--- src/rtl/itype_alu_encoder.sv ---
// Purpose : packs RV32I I-type ALU fields (addi..srai) into 32-bit words with sequential addresses.
// Latency : a beat accepted at edge N is presented at the FIFO head at N+1 when the FIFO was empty.
// Backpressure: 2-entry output FIFO; in_ready depends only on state and registered occupancy.
// Build option: define ITYPE_ENC_ILLEGAL_CHECK_EN to drop shift beats with in_imm[11:5] != 0 and pulse err.

module itype_alu_encoder #(
    parameter int                 ADDR_W    = 32,
    parameter logic [ADDR_W-1:0]  BASE_ADDR = '0
) (
    input  logic              clk,
    input  logic              reset_n,
    input  logic              start,
    input  logic              last,
    input  logic              in_valid,
    output logic              in_ready,
    input  logic [2:0]        in_func3,
    input  logic              in_arith,
    input  logic [4:0]        in_rd,
    input  logic [4:0]        in_rs1,
    input  logic [11:0]       in_imm,
    output logic              out_valid,
    input  logic              out_ready,
    output logic [31:0]       out_insn,
    output logic [ADDR_W-1:0] out_addr,
    output logic              busy,
    output logic              done,
    output logic              err
);

    localparam logic [6:0]        OPCODE_OP_IMM = 7'b0010011;
    localparam logic [2:0]        F3_SLLI       = 3'b001;
    localparam logic [2:0]        F3_SRXI       = 3'b101;
    localparam logic [1:0]        FIFO_DEPTH    = 2'd2;
    localparam logic [ADDR_W-1:0] ADDR_STEP     = ADDR_W'(4);

    typedef enum logic [1:0] {
        ST_IDLE  = 2'd0,
        ST_RUN   = 2'd1,
        ST_DRAIN = 2'd2
    } state_t;

    // Session state and address counter
    state_t             state_q, state_d;
    logic [ADDR_W-1:0]  addr_q, addr_d;

    // FIFO storage, pointers and occupancy
    logic [31:0]        insn_mem_q [2];
    logic [31:0]        insn_mem_d [2];
    logic [ADDR_W-1:0]  addr_mem_q [2];
    logic [ADDR_W-1:0]  addr_mem_d [2];
    logic               wr_ptr_q, wr_ptr_d;
    logic               rd_ptr_q, rd_ptr_d;
    logic [1:0]         cnt_q, cnt_d;

    // Registered status pulses
    logic               done_q, done_d;
    logic               err_q, err_d;

    // Datapath intermediates
    logic [11:0]        imm12;
    logic [31:0]        enc_word;
    logic               is_shift;
    logic               drop;
    logic               accept;
    logic               push;
    logic               pop;
    logic               fifo_empty;
    logic               fifo_full;

    assign fifo_empty = (cnt_q == 2'd0);
    assign fifo_full  = (cnt_q == FIFO_DEPTH);

    // in_ready is a function of registered state only, so out_ready never reaches it combinationally
    assign in_ready  = (state_q == ST_RUN) && !fifo_full;
    assign out_valid = !fifo_empty;
    assign busy      = (state_q == ST_RUN) || (state_q == ST_DRAIN);
    assign done      = done_q;
    assign err       = err_q;

    // Head data is gated so an empty FIFO always presents zeros rather than stale words
    assign out_insn  = fifo_empty ? 32'd0      : insn_mem_q[rd_ptr_q];
    assign out_addr  = fifo_empty ? '0         : addr_mem_q[rd_ptr_q];

    // Encode the incoming beat and decide whether it is pushed or dropped
    always_comb begin
        imm12    = in_imm;
        is_shift = (in_func3 == F3_SLLI) || (in_func3 == F3_SRXI);
        drop     = 1'b0;

        // Shifts carry only a 5-bit shamt; bit 30 (imm12[10]) selects arithmetic right shift
        case (in_func3)
            F3_SLLI: imm12 = {7'b0000000, in_imm[4:0]};
            F3_SRXI: imm12 = {1'b0, in_arith, 5'b00000, in_imm[4:0]};
            default: imm12 = in_imm;
        endcase

`ifdef ITYPE_ENC_ILLEGAL_CHECK_EN
        // A shift with nonzero upper immediate bits is not a legal encoding: swallow it
        drop = is_shift && (in_imm[11:5] != 7'd0);
`else
        // Upper immediate bits of shifts are simply masked by the encoding above
        drop = 1'b0;
`endif

        enc_word = {imm12, in_rs1, in_func3, in_rd, OPCODE_OP_IMM};
        accept   = in_valid && in_ready;
        push     = accept && !drop;
        pop      = out_valid && out_ready;
    end

    // Session FSM, address counter and status pulses
    always_comb begin
        state_d = state_q;
        addr_d  = addr_q;
        done_d  = 1'b0;
        err_d   = accept && drop;

        case (state_q)
            ST_IDLE: begin
                if (start) begin
                    addr_d  = BASE_ADDR;
                    state_d = ST_RUN;
                end
            end
            ST_RUN: begin
                // A dropped beat carrying last still closes the session
                if (accept && last) begin
                    state_d = ST_DRAIN;
                end
            end
            ST_DRAIN: begin
                // No pushes happen here, so registered occupancy is final
                if (fifo_empty) begin
                    done_d  = 1'b1;
                    state_d = ST_IDLE;
                end
            end
            default: begin
                state_d = ST_IDLE;
            end
        endcase

        // Counter advances only for words actually queued; wraps naturally modulo 2^ADDR_W
        if (push) begin
            addr_d = addr_q + ADDR_STEP;
        end
    end

    // FIFO next-state: write at wr_ptr on push, advance rd_ptr on pop, occupancy tracks both
    always_comb begin
        insn_mem_d[0] = insn_mem_q[0];
        insn_mem_d[1] = insn_mem_q[1];
        addr_mem_d[0] = addr_mem_q[0];
        addr_mem_d[1] = addr_mem_q[1];
        wr_ptr_d      = wr_ptr_q;
        rd_ptr_d      = rd_ptr_q;
        cnt_d         = cnt_q;

        if (push) begin
            insn_mem_d[wr_ptr_q] = enc_word;
            addr_mem_d[wr_ptr_q] = addr_q;
            wr_ptr_d             = !wr_ptr_q;
        end

        if (pop) begin
            rd_ptr_d = !rd_ptr_q;
        end

        // Simultaneous push and pop leaves occupancy unchanged
        case ({push, pop})
            2'b10:   cnt_d = cnt_q + 2'd1;
            2'b01:   cnt_d = cnt_q - 2'd1;
            default: cnt_d = cnt_q;
        endcase
    end

    // State registers with synchronous active-low reset that overrides all other activity
    always_ff @(posedge clk) begin
        if (!reset_n) begin
            state_q       <= ST_IDLE;
            addr_q        <= BASE_ADDR;
            insn_mem_q[0] <= 32'd0;
            insn_mem_q[1] <= 32'd0;
            addr_mem_q[0] <= '0;
            addr_mem_q[1] <= '0;
            wr_ptr_q      <= 1'b0;
            rd_ptr_q      <= 1'b0;
            cnt_q         <= 2'd0;
            done_q        <= 1'b0;
            err_q         <= 1'b0;
        end else begin
            state_q       <= state_d;
            addr_q        <= addr_d;
            insn_mem_q[0] <= insn_mem_d[0];
            insn_mem_q[1] <= insn_mem_d[1];
            addr_mem_q[0] <= addr_mem_d[0];
            addr_mem_q[1] <= addr_mem_d[1];
            wr_ptr_q      <= wr_ptr_d;
            rd_ptr_q      <= rd_ptr_d;
            cnt_q         <= cnt_d;
            done_q        <= done_d;
            err_q         <= err_d;
        end
    end

endmodule

--- config.mk ---
export PLATFORM = sky130hd
export DESIGN_NAME = itype_alu_encoder
export DESIGN_NICKNAME = d
export VERILOG_FILES = /design/src/rtl/itype_alu_encoder.sv
export SDC_FILE = /design/constraint.sdc
export NUM_CORES = 1
export LEC_CHECK = 0
export BUFFER_PORTS_ARGS = -buffer_cell sky130_fd_sc_hd__buf_2
export CAP_MARGIN = 15
export CELL_PAD_IN_SITES_DETAIL_PLACEMENT = 1
export CELL_PAD_IN_SITES_GLOBAL_PLACEMENT = 1
export CORE_MARGIN = 2
export CORE_UTILIZATION = 42
export DETAILED_ROUTE_END_ITERATION = 8
export GPL_TIMING_DRIVEN = 0
export PLACE_DENSITY_LB_ADDON = 0.1
export SYNTH_ARGS = -nofsm -noshare
export SYNTH_HDL_FRONTEND = slang
export SYNTH_SLANG_ARGS = --single-unit
--- constraint.sdc ---
create_clock -name clk -period 2.4 [get_ports clk]
set_input_delay 0.72 -clock clk [delete_from_list [all_inputs] [get_ports clk]]
set_output_delay 0.72 -clock clk [all_outputs]
set_load 0.05 [all_outputs]
* Word level (Yosys, flattened, before mapping) *
Memory sizes are Yosys's and may differ from the RTL's. A register that Yosys moved wholly into a read port is not among the register bits.
Index checks and enable logic that the tools add are counted.
W data, S select, Z words.

operators by class
  add/sub/neg operators = 3
  order comparisons = 2
  equal/unequal tests = 10
  mux-type cells = 28
  bitwise logic cells = 5
  reduce and logical (&&, ||, !) cells = 18

operators with widths
  operator                 number
  $mux W32                 10
  $bwmux W64               2
  $mux W64                 2
  $add A32 B3 Y32 const B  1
  $demux W32 S1            1
  $pmux W12 S2             1
  $mux W1                  7
  $eq A2 B2 Y1 const B     3
  $mux W2                  3
  $pmux W2 S3              1
  $reduce_bool A2 Y1       3
  $logic_and A1 B1 Y1      5
  $eq A2 B1 Y1 const B     2
  $logic_not A1 Y1         4
  $logic_not A2 Y1         2
  $ne A2 B2 Y1 const B     2
  $or A1 B1 Y1             4
  $pmux W2 S2              1
  $reduce_and A2 Y1        2
  $eq A3 B1 Y1 const B     1
  $eq A3 B3 Y1 const B     1
  $reduce_and A3 Y1        1
  $add A2 B1 Y2 const B    1
  $ge A2 B2 Y1 const B     1
  5 further kinds          5

storage, ports and cells
  bits in registers = 39
  bits in writable memories = 128
  input port bits = 32
  output and inout port bits = 69
  logic and storage cells = 74
  memories kept = 2

memory list
  name        depth  width  read ports  clocked after Yosys merged registers in  write ports  line  source
  addr_mem_q  2      32     3           1                                        2            49    logic [ADDR_W-1:0] addr_mem_q [2];
  insn_mem_q  2      32     3           1                                        2            47    logic [31:0] insn_mem_q [2];

* Logic depth before layout (Yosys ltp) *
Gate-level depths: netlist of run 1.

  depth in word-level cells = 8
  mapped depth = 10
  depth with buffers taken out = 9

* Worst setup path after synthesis of run 1 *
No wires, ideal clock.

  path type = register -> output
  from = register (tool-made name)
  to = output out_addr[11]
  data arrival time = 1787 ps
  required time = 1680 ps
  path slack = -107 ps
  cell stages (with the launch flop) = 5
  buffers on the path = 2
  cells stage by stage = dfxtp_1 -> buf_2 -> buf_1 -> mux2i_1 -> nor2_1

RTL lines
  element    line  source
  to (decl)  24    output logic [ADDR_W-1:0] out_addr,

* Worst setup path in the final report of run 1 *
  from = register cnt_q[1]
  to = output out_addr[16]

between the ends
  cells in the longest elaborated chain, start to end = 2

ends and longest elaborated chain
  element                 line  source
  from (decl)             53    logic [1:0] cnt_q, cnt_d;
  from (signal assigned)  200   cnt_q <= cnt_d;
  $logic_not A2 Y1        70    assign fifo_empty = (cnt_q == 2'd0);
  $mux W32                82    assign out_addr = fifo_empty ? '0 : addr_mem_q[rd_ptr_q];

Every way passes these cells.

==> results of run 1 <==
-- synth_stat cells, types with 2 or more instances --
cell type  number
a211oi_1        3
a21oi_1       119
a31oi_1         2
and2_1          6
and3_1          4
and4_1          2
buf_1           3
buf_2          21
buf_4           9
clkbuf_1       34
clkbuf_2        2
dfxtp_1       150
ha_1            6
inv_1           9
mux2_2          3
mux2i_1        61
nand2_1       233
nand2b_1        6
nand3_1        30
nand3b_1        2
nand4_1         8
nor2_1         83
o211ai_1        9
o21a_1          3
o21ai_0         5
o31ai_1         4
o41ai_1         5
or3_1           4
xnor2_1         2
xor2_1          2
-- flip-flops by register name (all words and copies together) (netlist names), named ones only --
register and flops:
state_q 2, done 1, addr_mem_q 60, insn_mem_q 52, addr_q 30, rd_ptr_q 1
wr_ptr_q 1, cnt_q 2
-- metrics by stage --
step           setup TNS [ns]  hold slack (ns)  worst slack (ns)  instances
2_1_floorplan               0           0.4357           0.09604        856
3_3_place_gp           -12.88           0.4407           -0.5441       1165
3_5_place_dp           -15.45           0.4483           -0.6178       1165
4_1_cts            -0.0007918           0.4566        -0.0007918       1197
5_1_grt                     0           0.4778          0.001174       1201
6_report                    0           0.4542           0.05090       1201
-- tightest hold or removal path: cells and delay by family, from the launching register on --
kind	cells	cell delay, ns
DFF	1	0.31
and+or+nand+nor	1	0.05
AOI/OAI and AO/OA	1	0.05
-- kinds of logic (layout without fill, tap and decap cells) --
family | after synthesis | after routing | share of synthesized area
simple gates | 390 | 390 | 0.2500
compound gates | 156 | 156 | 0.1309
flops | 150 | 150 | 0.4512
buf+inv | 79 | 208 | 0.05396
mux | 64 | 64 | 0.09682
fa+ha+maj | 6 | 6 | 0.01128
xor+xnor | 4 | 4 | 0.005265
other cells | 1 | 7 | 0.0005635
-- power groups by stage --
stage                     Combinational, mW  Clock [mW]  Sequential [mW]
after floorplan                       0.827           0             2.65
after global placement                 1.17           0             2.65
after detailed placement               1.20           0             2.65
after CTS                              1.37        2.81             2.61
after global routing                   1.51        2.91             2.62
final                                  1.42        2.77             2.62
-- worst paths after layout --
path                startpoint                 to  slack, ns  cells after the start
max                   cnt_q[1]       out_addr[16]       0.05                      5
min reg2reg  addr_mem_q[1][17]  addr_mem_q[1][17]       0.45                      2
max reg2reg         state_q[1]           cnt_q[1]       0.09                      9
min          addr_mem_q[1][17]  addr_mem_q[1][17]       0.45                      2
-- what timing repair did --
action,4_1_cts,5_1_grt
pin swaps,1,1
hold buffers,0,0
buffers inserted,0,4
endpoints found under the setup margin,58,51
resized for setup,59,10
-- cell type report --
type                            instances  area (sq um)
Clock inverter                         10         125.1
Inverter                               10         37.54
Tap cell                              216         270.3
Fill cell                            1962          7418
Timing Repair Buffer                   97         546.8
Clock buffer                           22         484.2
Multi-Input combinational cell        627          3381
Sequential cell                       150          3009
Buffer                                 69         440.4
-- routing by layer --
metal	up-vias	wire length, microns	track usage
met3	28	665	0.03854
met5	-	0	0
met2	108	10750	0.4632
met4	0	298	0.08223
li1	3080	-	-
met1	3146	9158	0.3060
==> flow_metrics.py, run 1 <==
metrics = {
    "die": {
        "core_area_sq_mm": 0.01571,
        "boundaryPins": 101,
        "rows": 46,
        "die_h_microns": 129.9,
        "start_util": 0.4236,
        "die_area_sq_mm": 0.01687,
        "die_w_microns": 129.9,
    },
    "timing": {
        "fin_crit_sh": 0.9788,
        "fin_crit_ns": 2.349,
        "rsz0062_at_grt": "false",
        "relSlewSlack": 0.4826,
        "setup_viol": 0,
        "drv_slew": 0,
        "fin_skew_ns": 0.004435,
        "fmaxAchievable_mhz": 425.7,
        "hold_violations": 0,
        "worst_pin_slew_ns": 0.7680,
    },
    "synthesis": {
        "synth_top_cell_area_share": 0.4512,
        "synth.largest_area_cell": "dfxtp_1",
        "synth_seq_area_share": 0.4512,
        "synth.avg_cell_area_sq_um": 7.830,
        "synth_ff_type": "dfxtp_1",
        "synth_area_leaders": "dfxtp_1, nand2_1, mux2i_1",
        "synth.cell_area_sq_mm": 0.006655,
        "ys_types": 50,
        "ys_ff_latch": 150,
        "async_reset_ff_frac": 0,
        "yosysWarnings": 0,
        "synth-edff-count": 0,
        "syn_inst": 850,
    },
    "power_and_ir_drop": {
        "sequentialPowerShare": 0.384,
        "intPower_mw": 4.796,
        "p_per_area_mw_per_mm2": 820.6,
        "p_sw_mw": 2.010,
        "p_sw_frac": 0.2954,
        "clkPwrFrac": 0.407,
        "power_frac_comb": 0.208,
        "irDropWorstVdd_mv": 0.4964,
        "p_leak_nw": 3.013,
        "p_total_mw": 6.806,
    },
    "global_route": {
        "grt_pass1_vias": 6583,
        "grt_pass1_wl_microns": 33370,
        "antenna_found_initial": 0,
        "grt_overflow": 0,
        "grt_max_degree": 17,
        "grtUsageTotal": 0.2539,
    },
    "critical_path": {
        "critical_path_buf_inv_count": 3,
        "crit_type": "register to primary output",
        "path_max_fanout": 10,
        "end_kind": "primary output",
        "critPathMaxStageDelay_ns": 0.35,
        "slowest_stage": "dfxtp_2",
        "crit_chain": "nor2_4 > clkbuf_16 > clkbuf_8 > nor2_2 > buf_4",
        "cp_top_family": "buffers and inverters",
        "cp.required_ns": 1.68,
        "cp-start-kind": "register",
        "cp.arrival_ns": 1.63,
    },
    "final_layout": {
        "fin_util": 0.5279,
        "syn_to_final_growth_pct": 24.63,
        "layout_commonest_cell": "nand2_1",
        "final_cell_mix": "nand2_1, dfxtp_1, a21oi_1",
        "stdcell_area_sq_mm": 0.008294,
        "layout.nets": 1010,
        "diodes": 0,
        "final_layout_size_suffix_gt1_frac": 0.2061,
    },
    "drt": {
        "postRouteAntennaNets": 0,
        "wirelength_microns": 20880,
        "drc": 0,
        "drtIter0Drc": 304,
        "dr.pass1.iters": 4,
        "vias": 6362,
        "viasPerCell": 5.297,
        "wl_per_cell_microns": 17.38,
    },
    "cts": {
        "cts_tree": "yes",
        "cts.htree.levels": 4,
        "path_clk_slew_ns": 0.06,
        "clock_latency_ns": 0.43,
        "clock_path_buffers": 2,
        "cts-buffers-inserted": 17,
        "cts-root-buf": "clkbuf_16",
        "cts.sinks": 150,
    },
    "place": {
        "portBuffers": 93,
        "finalWeightedCongestion": 0.8301,
        "dp.final_hpwl_microns": 14590,
        "place_area_sq_mm": 0.007441,
    },
    "run": {
        "cap_violations": 0,
    },
    "run_status": {
        "status": "complete, no violations",
    },
    "hold_path": {
        "hold_path_class": "register to register",
    },
}
(Power assumes the default switching activity.)
==> run 2, diff against run 1 <==
- CELL_PAD_IN_SITES_DETAIL_PLACEMENT: 1 -> unset
- CELL_PAD_IN_SITES_GLOBAL_PLACEMENT: 1 -> unset
- CORE_UTILIZATION: 42 -> 46
- PLACE_DENSITY: unset -> 0.67
- PLACE_DENSITY_LB_ADDON: 0.1 -> unset
==> run 2 against run 1 <==
  * Via count is 4.1% lower
  * Setup slack worse by 0.020 ns
  * Wire length shrank 17%
  * Sequential cell count did not move
  * Die area shrank 8.4%
  * Non-clock buffer count increased by 1
  * Register-to-register slack gained 0.09 ns
  * Maximum frequency shrank 0.85%
  * Core utilization increased by 5.7 points
  * Clock skew is 0.0019 ns higher
  * Clock power decreased by 16%
  * Sequential power hardly changed
  * Critical path type unchanged
==> flow_metrics.py, run 2 (synthesis results as in run 1) <==
metrics = {
    "cts": {
        "hold_buffers": 0,
        "cts.htree.levels": 4,
        "cts.sinks": 150,
        "cts-root-buf": "clkbuf_16",
        "clock_path_buffers": 2,
        "cts_tree": "yes",
        "cts-buffers-inserted": 17,
        "clock_latency_ns": 0.42,
        "path_clk_slew_ns": 0.05,
    },
    "place": {
        "portBuffers": 93,
        "place_area_sq_mm": 0.007396,
        "dp.final_hpwl_microns": 11910,
        "finalWeightedCongestion": 0.8063,
    },
    "timing": {
        "fin_skew_ns": 0.006345,
        "relSlewSlack": 0.4675,
        "fin_hold_ws_ns": 0.4522,
        "hold_violations": 0,
        "fin_crit_sh": 0.9872,
        "fmaxAchievable_mhz": 422.1,
        "drv_slew": 0,
        "rsz0062_at_grt": "true",
        "worst_pin_slew_ns": 0.7904,
        "setup_viol": 0,
        "fin_crit_ns": 2.369,
    },
    "final_layout": {
        "diodes": 0,
        "final_layout_size_suffix_gt1_frac": 0.2037,
        "multiInputGateArea_sq_mm": 0.003420,
        "layout.nets": 1011,
        "reg_top3": "addr_mem_q: 60 flops, insn_mem_q: 52 flops, addr_q: 30 flops",
        "layout_commonest_cell": "nand2_1",
        "largest_register_ffs": 60,
        "syn_to_final_growth_pct": 22.96,
        "regArea_sq_mm": 0.003007,
        "final_cell_mix": "nand2_1, dfxtp_1, a21oi_1",
        "fill_cells": 1336,
        "stdcell_area_sq_mm": 0.008183,
        "largest-register": "addr_mem_q",
    },
    "power_and_ir_drop": {
        "sequentialPowerShare": 0.409,
        "intPower_mw": 4.469,
        "p_leak_nw": 2.958,
        "p_total_mw": 6.384,
        "p_sw_frac": 0.2999,
        "p_per_area_mw_per_mm2": 780.1,
        "power_frac_comb": 0.224,
        "irDropWorstVdd_mv": 0.4536,
        "clkPwrFrac": 0.367,
        "p_sw_mw": 1.914,
    },
    "drt": {
        "drtIter0Drc": 428,
        "wirelength_microns": 17340,
        "vias": 6099,
        "viasPerCell": 5.249,
        "postRouteAntennaNets": 0,
        "dr.pass1.iters": 4,
        "wl_per_cell_microns": 14.93,
        "drc": 0,
    },
    "critical_path": {
        "critPathMaxStageDelay_ns": 0.40,
        "crit_type": "register to primary output",
        "critical_path_buf_inv_count": 3,
        "cp_top_family": "buffers and inverters",
        "crit_cells": 5,
        "end_kind": "primary output",
        "cp-start-kind": "register",
        "slowest_stage": "dfxtp_2",
        "reg2reg_depth": 9,
        "path_max_fanout": 5,
        "cp.required_ns": 1.68,
        "cp.arrival_ns": 1.65,
        "crit_chain": "nor2_4 > buf_4 > buf_6 > nor2_1 > buf_2",
    },
    "global_route": {
        "grt_max_degree": 17,
        "grtUsageTotal": 0.2224,
        "antenna_found_initial": 0,
        "grt_pass1_wl_microns": 28230,
        "grt_pass1_vias": 5579,
        "grt_overflow": 0,
    },
    "die": {
        "boundaryPins": 101,
        "die_h_microns": 124.3,
        "start_util": 0.4758,
        "rows": 43,
        "die_w_microns": 124.3,
        "die_area_sq_mm": 0.01545,
        "core_area_sq_mm": 0.01399,
    },
    "hold_path": {
        "holdPathStages": 2,
        "hold_path_class": "register to register",
    },
    "run": {
        "cap_violations": 0,
    },
    "run_status": {
        "status": "complete, no violations",
    },
}
run 2: metal layers:
metal,GRT usage,part of all wire
met5,0,0
met4,0.08658,0.018
met3,0.03522,0.040
met2,0.3529,0.46
met1,0.3047,0.49
run 2: final timing paths:
path	from	endpoint	slack [ns]
min reg2reg	addr_mem_q[1][18]	addr_mem_q[1][18]	0.45
max reg2reg	state_q[1]	cnt_q[1]	0.18
min	addr_mem_q[1][18]	addr_mem_q[1][18]	0.45
max	cnt_q[0]	out_insn[31]	0.03
run 2: what timing repair did:
item                                    in CTS  in global routing
gates cloned                                 0                  1
pin swaps                                    1                  1
setup buffers                                1                  3
gates resized for setup                     41                 32
endpoints found under the setup margin      58                 45
run 2: stage by stage:
step,utilization,TNS [ns],setup WS [ns],cells
finish,0.5850,0,0.03072,1162
global placement,0.5287,-13.70,-0.4889,1129
global route,0.5850,-0.03449,-0.007098,1162
CTS,0.5743,-0.1383,-0.02684,1158
detailed placement,0.5287,-14.38,-0.4965,1129
floorplan,-,0,0.09604,856
run 2: area by class of cell:
class	instances	share of cell area
Sequential cell	150	0.3674
Clock inverter	4	0.003058
Buffer	69	0.05413
Multi-Input combinational cell	627	0.4179
Tap cell	180	0.02752
Timing Repair Buffer	98	0.06651
Inverter	10	0.004587
Clock buffer	24	0.05887
run 2: worst reg2reg max path: stages (launching register included):
cell and delay (ns):
dfxtp_1 0.32, inv_1 0.10, ha_1 0.17, nand2_1 0.15, nor2_4 0.22, inv_1 0.12
buf_2 0.20, ha_1 0.35, or3_1 0.38, a21oi_1 0.14
run 2: power groups by stage:
stage | Clock, mW | Combinational (mW) | Sequential, mW
2_1_floorplan | 0 | 0.827 | 2.65
3_3_place_gp | 0 | 1.14 | 2.65
3_5_place_dp | 0 | 1.15 | 2.65
4_1_cts | 2.36 | 1.29 | 2.61
5_1_grt | 2.49 | 1.51 | 2.62
6_report | 2.34 | 1.43 | 2.61
